==> src/rtl/qtable_best_hop.sv <==
// Read-only scan of the neighbor Q-table: picks the highest-Q neighbor whose remaining
// energy meets ENERGY_MIN and returns its ID, Q-value, energy and cluster ID.
module qtable_best_hop #(
  parameter int unsigned MAX_NEIGHBORS = 32,
  parameter logic [15:0] ENERGY_MIN    = 16'd0
) (
  input  logic        clock,
  input  logic        nrst,
  input  logic        en,
  input  logic [15:0] data_in,
  output logic [10:0] address,
  output logic [15:0] best_id,
  output logic [15:0] best_qvalue,
  output logic [15:0] best_energy,
  output logic [15:0] best_cluster,
  output logic        valid,
  output logic        busy,
  output logic        done
);

  localparam int unsigned IdxW = $clog2(MAX_NEIGHBORS);
  localparam int unsigned CntW = IdxW + 1;

  localparam logic [10:0] CntAddr = 11'h274;
  localparam logic [10:0] IdBase  = 11'h072;
  localparam logic [10:0] ClBase  = 11'h0B2;
  localparam logic [10:0] EnBase  = 11'h0F2;
  localparam logic [10:0] QBase   = 11'h132;

  typedef enum logic [2:0] {StIdle, StCnt, StQ, StE, StSel, StId, StCl, StDone} state_e;

  state_e            state_q, state_d;
  logic [10:0]       addr_q, addr_d;
  logic [CntW-1:0]   cnt_q, cnt_d;
  logic [IdxW-1:0]   n_q, n_d;
  logic [IdxW-1:0]   best_n_q, best_n_d;
  logic [15:0]       q_cur_q, q_cur_d;
  logic              found_q, found_d;
  logic [15:0]       best_id_q, best_id_d;
  logic [15:0]       best_qvalue_q, best_qvalue_d;
  logic [15:0]       best_energy_q, best_energy_d;
  logic [15:0]       best_cluster_q, best_cluster_d;
  logic              valid_q, valid_d;
  logic              done_q, done_d;

  logic [CntW-1:0]   cnt_clamp;
  logic [CntW-1:0]   n_inc;
  logic [16:0]       energy_diff;
  logic              eligible;

  // Each entry occupies two words, so the index becomes a doubled word offset.
  function automatic logic [10:0] entry_ofs(input logic [IdxW-1:0] idx);
    return 11'({idx, 1'b0});
  endfunction

  assign cnt_clamp   = (data_in > 16'(MAX_NEIGHBORS)) ? CntW'(MAX_NEIGHBORS)
                                                       : data_in[CntW-1:0];
  assign n_inc       = {1'b0, n_q} + CntW'(1);
  // No borrow out of the subtraction means data_in >= ENERGY_MIN (unsigned).
  assign energy_diff = {1'b0, data_in} - {1'b0, ENERGY_MIN};
  assign eligible    = ~energy_diff[16];

  always_comb begin
    state_d        = state_q;
    addr_d         = addr_q;
    cnt_d          = cnt_q;
    n_d            = n_q;
    best_n_d       = best_n_q;
    q_cur_d        = q_cur_q;
    found_d        = found_q;
    best_id_d      = best_id_q;
    best_qvalue_d  = best_qvalue_q;
    best_energy_d  = best_energy_q;
    best_cluster_d = best_cluster_q;
    valid_d        = valid_q;
    done_d         = 1'b0;

    case (state_q)
      StIdle: begin
        if (en) begin
          state_d        = StCnt;
          addr_d         = CntAddr;
          n_d            = '0;
          best_n_d       = '0;
          found_d        = 1'b0;
          valid_d        = 1'b0;
          best_id_d      = '0;
          best_qvalue_d  = '0;
          best_energy_d  = '0;
          best_cluster_d = '0;
        end
      end
      StCnt: begin
        cnt_d = cnt_clamp;
        if (cnt_clamp == '0) begin
          done_d  = 1'b1;
          valid_d = 1'b0;
          state_d = StDone;
        end else begin
          addr_d  = QBase;
          state_d = StQ;
        end
      end
      StQ: begin
        q_cur_d = data_in;
        addr_d  = EnBase + entry_ofs(n_q);
        state_d = StE;
      end
      StE: begin
        // Strict compare: on equal Q the earlier index stays selected.
        if (eligible && (!found_q || (q_cur_q > best_qvalue_q))) begin
          best_qvalue_d = q_cur_q;
          best_energy_d = data_in;
          best_n_d      = n_q;
          found_d       = 1'b1;
        end
        if (n_inc == cnt_q) begin
          state_d = StSel;
        end else begin
          n_d     = n_inc[IdxW-1:0];
          addr_d  = QBase + entry_ofs(n_inc[IdxW-1:0]);
          state_d = StQ;
        end
      end
      StSel: begin
        if (found_q) begin
          addr_d  = IdBase + entry_ofs(best_n_q);
          state_d = StId;
        end else begin
          done_d  = 1'b1;
          valid_d = 1'b0;
          state_d = StDone;
        end
      end
      StId: begin
        best_id_d = data_in;
        addr_d    = ClBase + entry_ofs(best_n_q);
        state_d   = StCl;
      end
      StCl: begin
        best_cluster_d = data_in;
        valid_d        = 1'b1;
        done_d         = 1'b1;
        state_d        = StDone;
      end
      StDone: begin
        state_d = StIdle;
      end
      default: begin
        state_d = StIdle;
      end
    endcase
  end

  always_ff @(posedge clock or negedge nrst) begin
    if (!nrst) begin
      state_q        <= StIdle;
      addr_q         <= '0;
      cnt_q          <= '0;
      n_q            <= '0;
      best_n_q       <= '0;
      q_cur_q        <= '0;
      found_q        <= 1'b0;
      best_id_q      <= '0;
      best_qvalue_q  <= '0;
      best_energy_q  <= '0;
      best_cluster_q <= '0;
      valid_q        <= 1'b0;
      done_q         <= 1'b0;
    end else begin
      state_q        <= state_d;
      addr_q         <= addr_d;
      cnt_q          <= cnt_d;
      n_q            <= n_d;
      best_n_q       <= best_n_d;
      q_cur_q        <= q_cur_d;
      found_q        <= found_d;
      best_id_q      <= best_id_d;
      best_qvalue_q  <= best_qvalue_d;
      best_energy_q  <= best_energy_d;
      best_cluster_q <= best_cluster_d;
      valid_q        <= valid_d;
      done_q         <= done_d;
    end
  end

  assign address      = addr_q;
  assign best_id      = best_id_q;
  assign best_qvalue  = best_qvalue_q;
  assign best_energy  = best_energy_q;
  assign best_cluster = best_cluster_q;
  assign valid        = valid_q;
  assign done         = done_q;
  assign busy         = (state_q != StIdle) && (state_q != StDone);

endmodule
==> config.mk <==
export PLATFORM = sky130hd
export DESIGN_NAME = qtable_best_hop
export DESIGN_NICKNAME = d
export VERILOG_FILES = /design/src/rtl/qtable_best_hop.sv
export SDC_FILE = /design/constraint.sdc
export NUM_CORES = 1
export LEC_CHECK = 0
export CAP_MARGIN = 10
export CORE_MARGIN = 10
export CORE_UTILIZATION = 53
export DETAILED_ROUTE_END_ITERATION = 8
export PLACE_DENSITY_LB_ADDON = 0.05
export SLEW_MARGIN = 40
export SYNTH_ARGS = -nofsm -noshare
export SYNTH_HDL_FRONTEND = slang
export SYNTH_SLANG_ARGS = --single-unit
==> constraint.sdc <==
create_clock -name clock -period 3.6 [get_ports clock]
set_clock_uncertainty 0.1 [all_clocks]
set_input_delay 0.36 -clock clock [delete_from_list [all_inputs] [get_ports clock]]
set_output_delay 0.36 -clock clock [all_outputs]
set_load 0.01 [all_outputs]
Word level (Yosys, flattened, before mapping)
Cells that the tools add are included.
{"block": "classes", "muxes": 32, "addsub": 5, "reduce_logical": 17, "n_eq_ne": 16, "magnitude_cmp": 2}
{"cell": "16-bit one-hot mux with 2 select lines", "count": 4}
{"cell": "11-bit one-hot mux with 6 select lines", "count": 1}
{"cell": "16-bit two-way mux", "count": 3}
{"cell": "11-bit two-way mux", "count": 4}
{"cell": "3-bit one-hot mux with 8 select lines", "count": 1}
{"cell": "5-bit one-hot mux with 2 select lines", "count": 2}
{"cell": "8-bit by 6-bit adder with 9-bit output, first input constant", "count": 2}
{"cell": "16-bit > comparator", "count": 1}
{"cell": "16-bit by 6-bit > comparator with 1-bit output, second input constant", "count": 1}
{"cell": "5-bit two-way mux", "count": 3}
{"cell": "2-bit != test, second input constant", "count": 7}
{"cell": "3-bit equality test, second input constant", "count": 4}
{"cell": "9-bit by 6-bit adder with 10-bit output, first input constant", "count": 1}
{"cell": "3-bit two-way mux", "count": 3}
{"cell": "7-bit by 6-bit adder with 8-bit output, first input constant", "count": 1}
{"cell": "5-bit by 1-bit adder with 6-bit output, second input constant", "count": 1}
{"cell": "3-bit by 2-bit equality test with 1-bit output, second input constant", "count": 2}
{"cell": "6-bit equality test", "count": 1}
{"cell": "6-bit logical NOT", "count": 1}
{"cell": "1-bit two-way mux", "count": 6}
{"cell": "6-bit two-way mux", "count": 1}
{"cell": "3-bit AND reduction", "count": 2}
{"cell": "2-bit nonzero test", "count": 3}
{"cell": "6-bit nonzero test", "count": 1}
{"cell": "other kinds (15)", "count": 16}
{"block": "word_totals", "elab_cells": 85, "register_bits": 113}

Depth between registers and ports, before layout
{"block": "logic_depth", "ltp_word": 5, "depth_mapped": 12, "ltp_nobuf": 9}

Worst setup path after synthesis
Ideal clock, no wire load.
{"block": "synth_timing", "path_type": "register to register", "start": "register best_qvalue_q[13] (netlist: best_qvalue[13])", "end": "register best_n_q[2]", "path_stages_with_launch": 10, "arrival_ns": 2.317, "path_slack_ns": 1.062, "path_buffers": 2, "required_ns": 3.379, "setup_ns": 0.121, "path_cell_list": "dfrtp_1 > inv_1 > ha_1 > nand4_1 > nor4_4 > a2111oi_4 > a311o_1 > buf_2 > buf_6 > a22o_1"}
{"block": "synth_via", "elab_chain_cells": 4}
{"element": "from (decl)", "line": "40", "source": "logic [15:0] best_qvalue_q, best_qvalue_d;"}
{"element": "from (signal assigned)", "line": "179", "source": "best_qvalue_q <= best_qvalue_d;"}
{"element": "16-bit > comparator", "line": "111", "source": "if (eligible && (!found_q || (q_cur_q > best_qvalue_q))) begin"}
{"element": "1-bit logical OR", "line": "111"}
{"element": "2-bit != test (no line)"}
{"element": "3-bit AND reduction (no line)"}
{"element": "to (signal assigned)", "line": "175", "source": "best_n_q <= best_n_d;"}
{"element": "to (decl)", "line": "36", "source": "logic [IdxW-1:0] best_n_q, best_n_d;"}
No other way between the ends.
A chain may end at the register's enable or synchronous reset.

Worst setup path in the final report
{"block": "layout_timing", "start": "register n_q[1]", "end": "register addr_q[6] (netlist: address[6])"}
{"block": "layout_via", "elab_chain_cells": 4}
{"element": "from (decl)", "line": "35", "source": "logic [IdxW-1:0] n_q, n_d;"}
{"element": "from (signal assigned)", "line": "174", "source": "n_q <= n_d;"}
{"element": "5-bit by 1-bit adder with 6-bit output", "line": "58", "source": "assign n_inc = {1'b0, n_q} + CntW'(1);"}
{"element": "9-bit by 6-bit adder with 10-bit output or 6-bit equality test (tied branches)", "line": "121, 117"}
{"element": "11-bit two-way mux or 2-bit != test (tied branches)"}
{"element": "11-bit one-hot mux with 6 select lines or 5-bit AND reduction (tied branches)"}
{"element": "to (signal assigned)", "line": "172", "source": "addr_q <= addr_d;"}
{"element": "to (decl)", "line": "33", "source": "logic [10:0] addr_q, addr_d;"}
Several ways; a longest one is shown, not always the timed one. The select of a mux whose other input is x is not followed.

==> flow_metrics.tcl <==
set metrics [dict create \
    outcome "completed" \
    multi_input_area_um2 2320 \
    final_nets 603 \
    synthFlopType "dfrtp_1" \
    track_usage_pct 21.3 \
    synthTopCellsByArea "dfrtp_1, a22o_1, ha_1" \
    wl_per_cell_um 21.3 \
    syn_area_um2 5360 \
    drc 0 \
    cts_tree "done" \
    synth_top_family_by_area "compound AO/OA/AOI/OAI gates" \
    die_w_um 121 \
    fin_crit_sh_pct 79.2 \
    grt_pass1_wl_um 24600 \
    synth_area_leader_cell "dfrtp_1" \
    drtIter0Drc 270 \
    std_cell_rows 36 \
    synth_fa_ha_area_share_pct 4.44 \
    p_seq_share_pct 34.1 \
    startpoint_type "flip-flop" \
    ff2ff_path_depth 8 \
    cts_resized 0 \
    synth_compound_area_share_pct 23.0 \
    r2r_slack_ps 750 \
    setup-tns-final_ps 0 \
    cts_root_buf "clkbuf_8" \
    rr_startpoint "n_q[1]$_DFFE_PN0P_" \
    synth.area.mux_share_pct 3.76 \
    seq_area_frac_synth_pct 51.8 \
    p_int_w 0.00383 \
    core-area_um2 9820 \
    top_usage_layer "met2" \
    yosysWarnings 0 \
    tightest_slew_ps 719 \
    path_max_fanout 6 \
    yosys.area_share.simple_pct 9.36 \
    cts_buffers 9 \
    netlist.area_leader.share_pct 51.8 \
    maxCapViolCount 0 \
    ctsLongestPathBuffers 2 \
    setup_ws_ps 750 \
    crit_path_end "address[6]$_DFFE_PN0P_" \
    grt_util_met1_pct 26.5 \
    pre_cts_ws_ps 815 \
    grt_pass1_vias 4490 \
    hold_viol_final 0 \
    ir_worst_vdd_mv 0.489 \
    synthesis.instances 478 \
    grt_max_degree 66 \
    crit_type "reg -> reg" \
    r2r_end "address[6]$_DFFE_PN0P_" \
    die_h_um 121 \
    io_pins 97 \
    cts.htree.levels 3 \
    rsz0062_at_grt "false" \
    power_density_nw_per_um2 980 \
    clk_latency_ps 390 \
    viasPerCell 5.99 \
    antenna_found_initial 0 \
    start_util_pct 54.6 \
    ys_types 58 \
    diodes 0 \
    crit_required_ps 3760 \
    area_delta_synth_final_pct 23.1 \
    clkPwrFrac_pct 11.4 \
    synth_xor_area_share_pct 2.62 \
    leakage_nw 2.92 \
    seqCellArea_um2 2780 \
    p_comb_share_pct 54.5 \
    vias 4209 \
    switching_share_pct 40.8 \
    die_area_um2 14500 \
    fillerInstances 811 \
    ys_top_cells_by_count "dfrtp_1, a22o_1, a21oi_1, nand2_1, nor2_1" \
    yosysMostFrequentCell "dfrtp_1" \
    min_path_type "reg -> reg" \
    syn_avg_cell_area_um2 11.2 \
    ys_seq_elements 111 \
    p_sw_w 0.00264 \
    grt_overflow 0 \
    use_met3_pct 7.63 \
    io_buffers 94 \
    async_reset_ff_share_pct 100 \
    final_core_util_pct 67.2 \
    min_period_ps 2850 \
    totalWireLength_um 15000 \
    clkTransAtPathRegs_ps 110 \
    finalMaxSlewViolations 0 \
    postCtsSetupRepairBufs 0 \
    fmax_mhz 351 \
    dp_hpwl_um 10600 \
    ant_nets 0 \
    synth-edff-count 0 \
    endpoint_kind "flip-flop" \
    gp_congestion 0.968 \
    max_slew_margin_pct 51.9 \
    crit_start "n_q[1]$_DFFE_PN0P_" \
    whs_ps 407 \
    drive_gt1_share_pct 8.95 \
    clock_sinks 111 \
    arrival_ps 3010 \
    use_met2_pct 33.5 \
    setup_viol 0 \
    drt_pass1_iterations 4 \
]
metrics by stage:
stage	power, W	std cells	instance area, µm²
floorplan	0.00439	479	5360
global placement	0.00566	686	6390
detailed placement	0.00574	686	6390
CTS	0.00651	703	6590
global route	0.00696	703	6600
finish	0.00647	703	6600
cells by family after synthesis:
family / Yosys count
AOI/OAI and AO/OA: 159
DFF: 111
and+or+nand+nor: 100
buffers and inverters: 54
adders and majority gates: 19
muxes: 18
xor gates and xnor gates: 16
other: 1
critical path: stages (launching register included):
cell,delay [ps]
dfrtp_1,520
ha_1,330
xor2_1,370
nor2_1,70
o2111ai_1,320
a211oi_2,120
nor3b_1,600
buf_4,230
a2bb2oi_1,60
registers in the layout (all words and copies together), names as in the netlist, 3 cells and up:
signal / count
best_id: 16
cnt_q: 6
address: 9
state_q: 3
best_qvalue: 16
n_q: 5
q_cur_q: 16
best_cluster: 16
best_n_q: 5
best_energy: 16
power by group through the flow:
stage | clock network (W) | logic [W] | registers [W]
after global placement | 0 | 0.00347 | 0.00219
after floorplan | 0 | 0.00221 | 0.00218
after global routing | 0.000803 | 0.00389 | 0.00226
after CTS | 0.000760 | 0.00355 | 0.00219
after detailed placement | 0 | 0.00354 | 0.00220
final | 0.000736 | 0.00353 | 0.00220
how the worst min path moves through the flow:
| stage | from | endpoint | depth (start not counted) |
|---|---|---|---|
| 5_1_grt | best_id[2]$_DFFE_PN0P_ | best_id[2]$_DFFE_PN0P_ | 1 |
| 4_1_cts | address[4]$_DFFE_PN0P_ | address[4]$_DFFE_PN0P_ | 1 |
| 6_report | address[4]$_DFFE_PN0P_ | address[4]$_DFFE_PN0P_ | 1 |
| 3_3_place_gp | best_cluster[8]$_DFFE_PN0P_ | best_cluster[8]$_DFFE_PN0P_ | 1 |
| 2_1_floorplan | nrst | address[1]$_DFFE_PN0P_ | 0 |
| 3_5_place_dp | best_energy[9]$_DFFE_PN0P_ | best_energy[9]$_DFFE_PN0P_ | 1 |
routing by layer:
| metal | share of wire, % | wire [µm] |
|---|---|---|
| met5 | 0 | 0 |
| met4 | 1.9 | 283 |
| met3 | 7.3 | 1100 |
| met2 | 48 | 7210 |
| met1 | 43 | 6390 |
cell type report:
type | instances | area share (%)
clock buffers | 12 | 2.35
flip-flops and latches | 111 | 42.1
multi-input cells | 314 | 35.2
clock inverters | 4 | 0.550
well taps | 133 | 2.52
inverters | 22 | 1.25
repair buffers | 107 | 16.0
cell usage in the layout (no fill, tap or decap), types with 12 or more instances in the layout:
cell type,n
xnor2_1,12
o21ai_0,17
mux2_2,16
a21oi_1,27
nor2_1,27
dfrtp_1,111
ha_1,19
a22o_1,77
nand2_1,27
inv_1,22
clkdlybuf4s50_1,93
timing repair:
action | CTS | global route
setup endpoints to repair | 0 | 0
hold endpoints to repair | 34 | 0
hold buffers | 1 | 0
(Power assumes the default switching activity.)
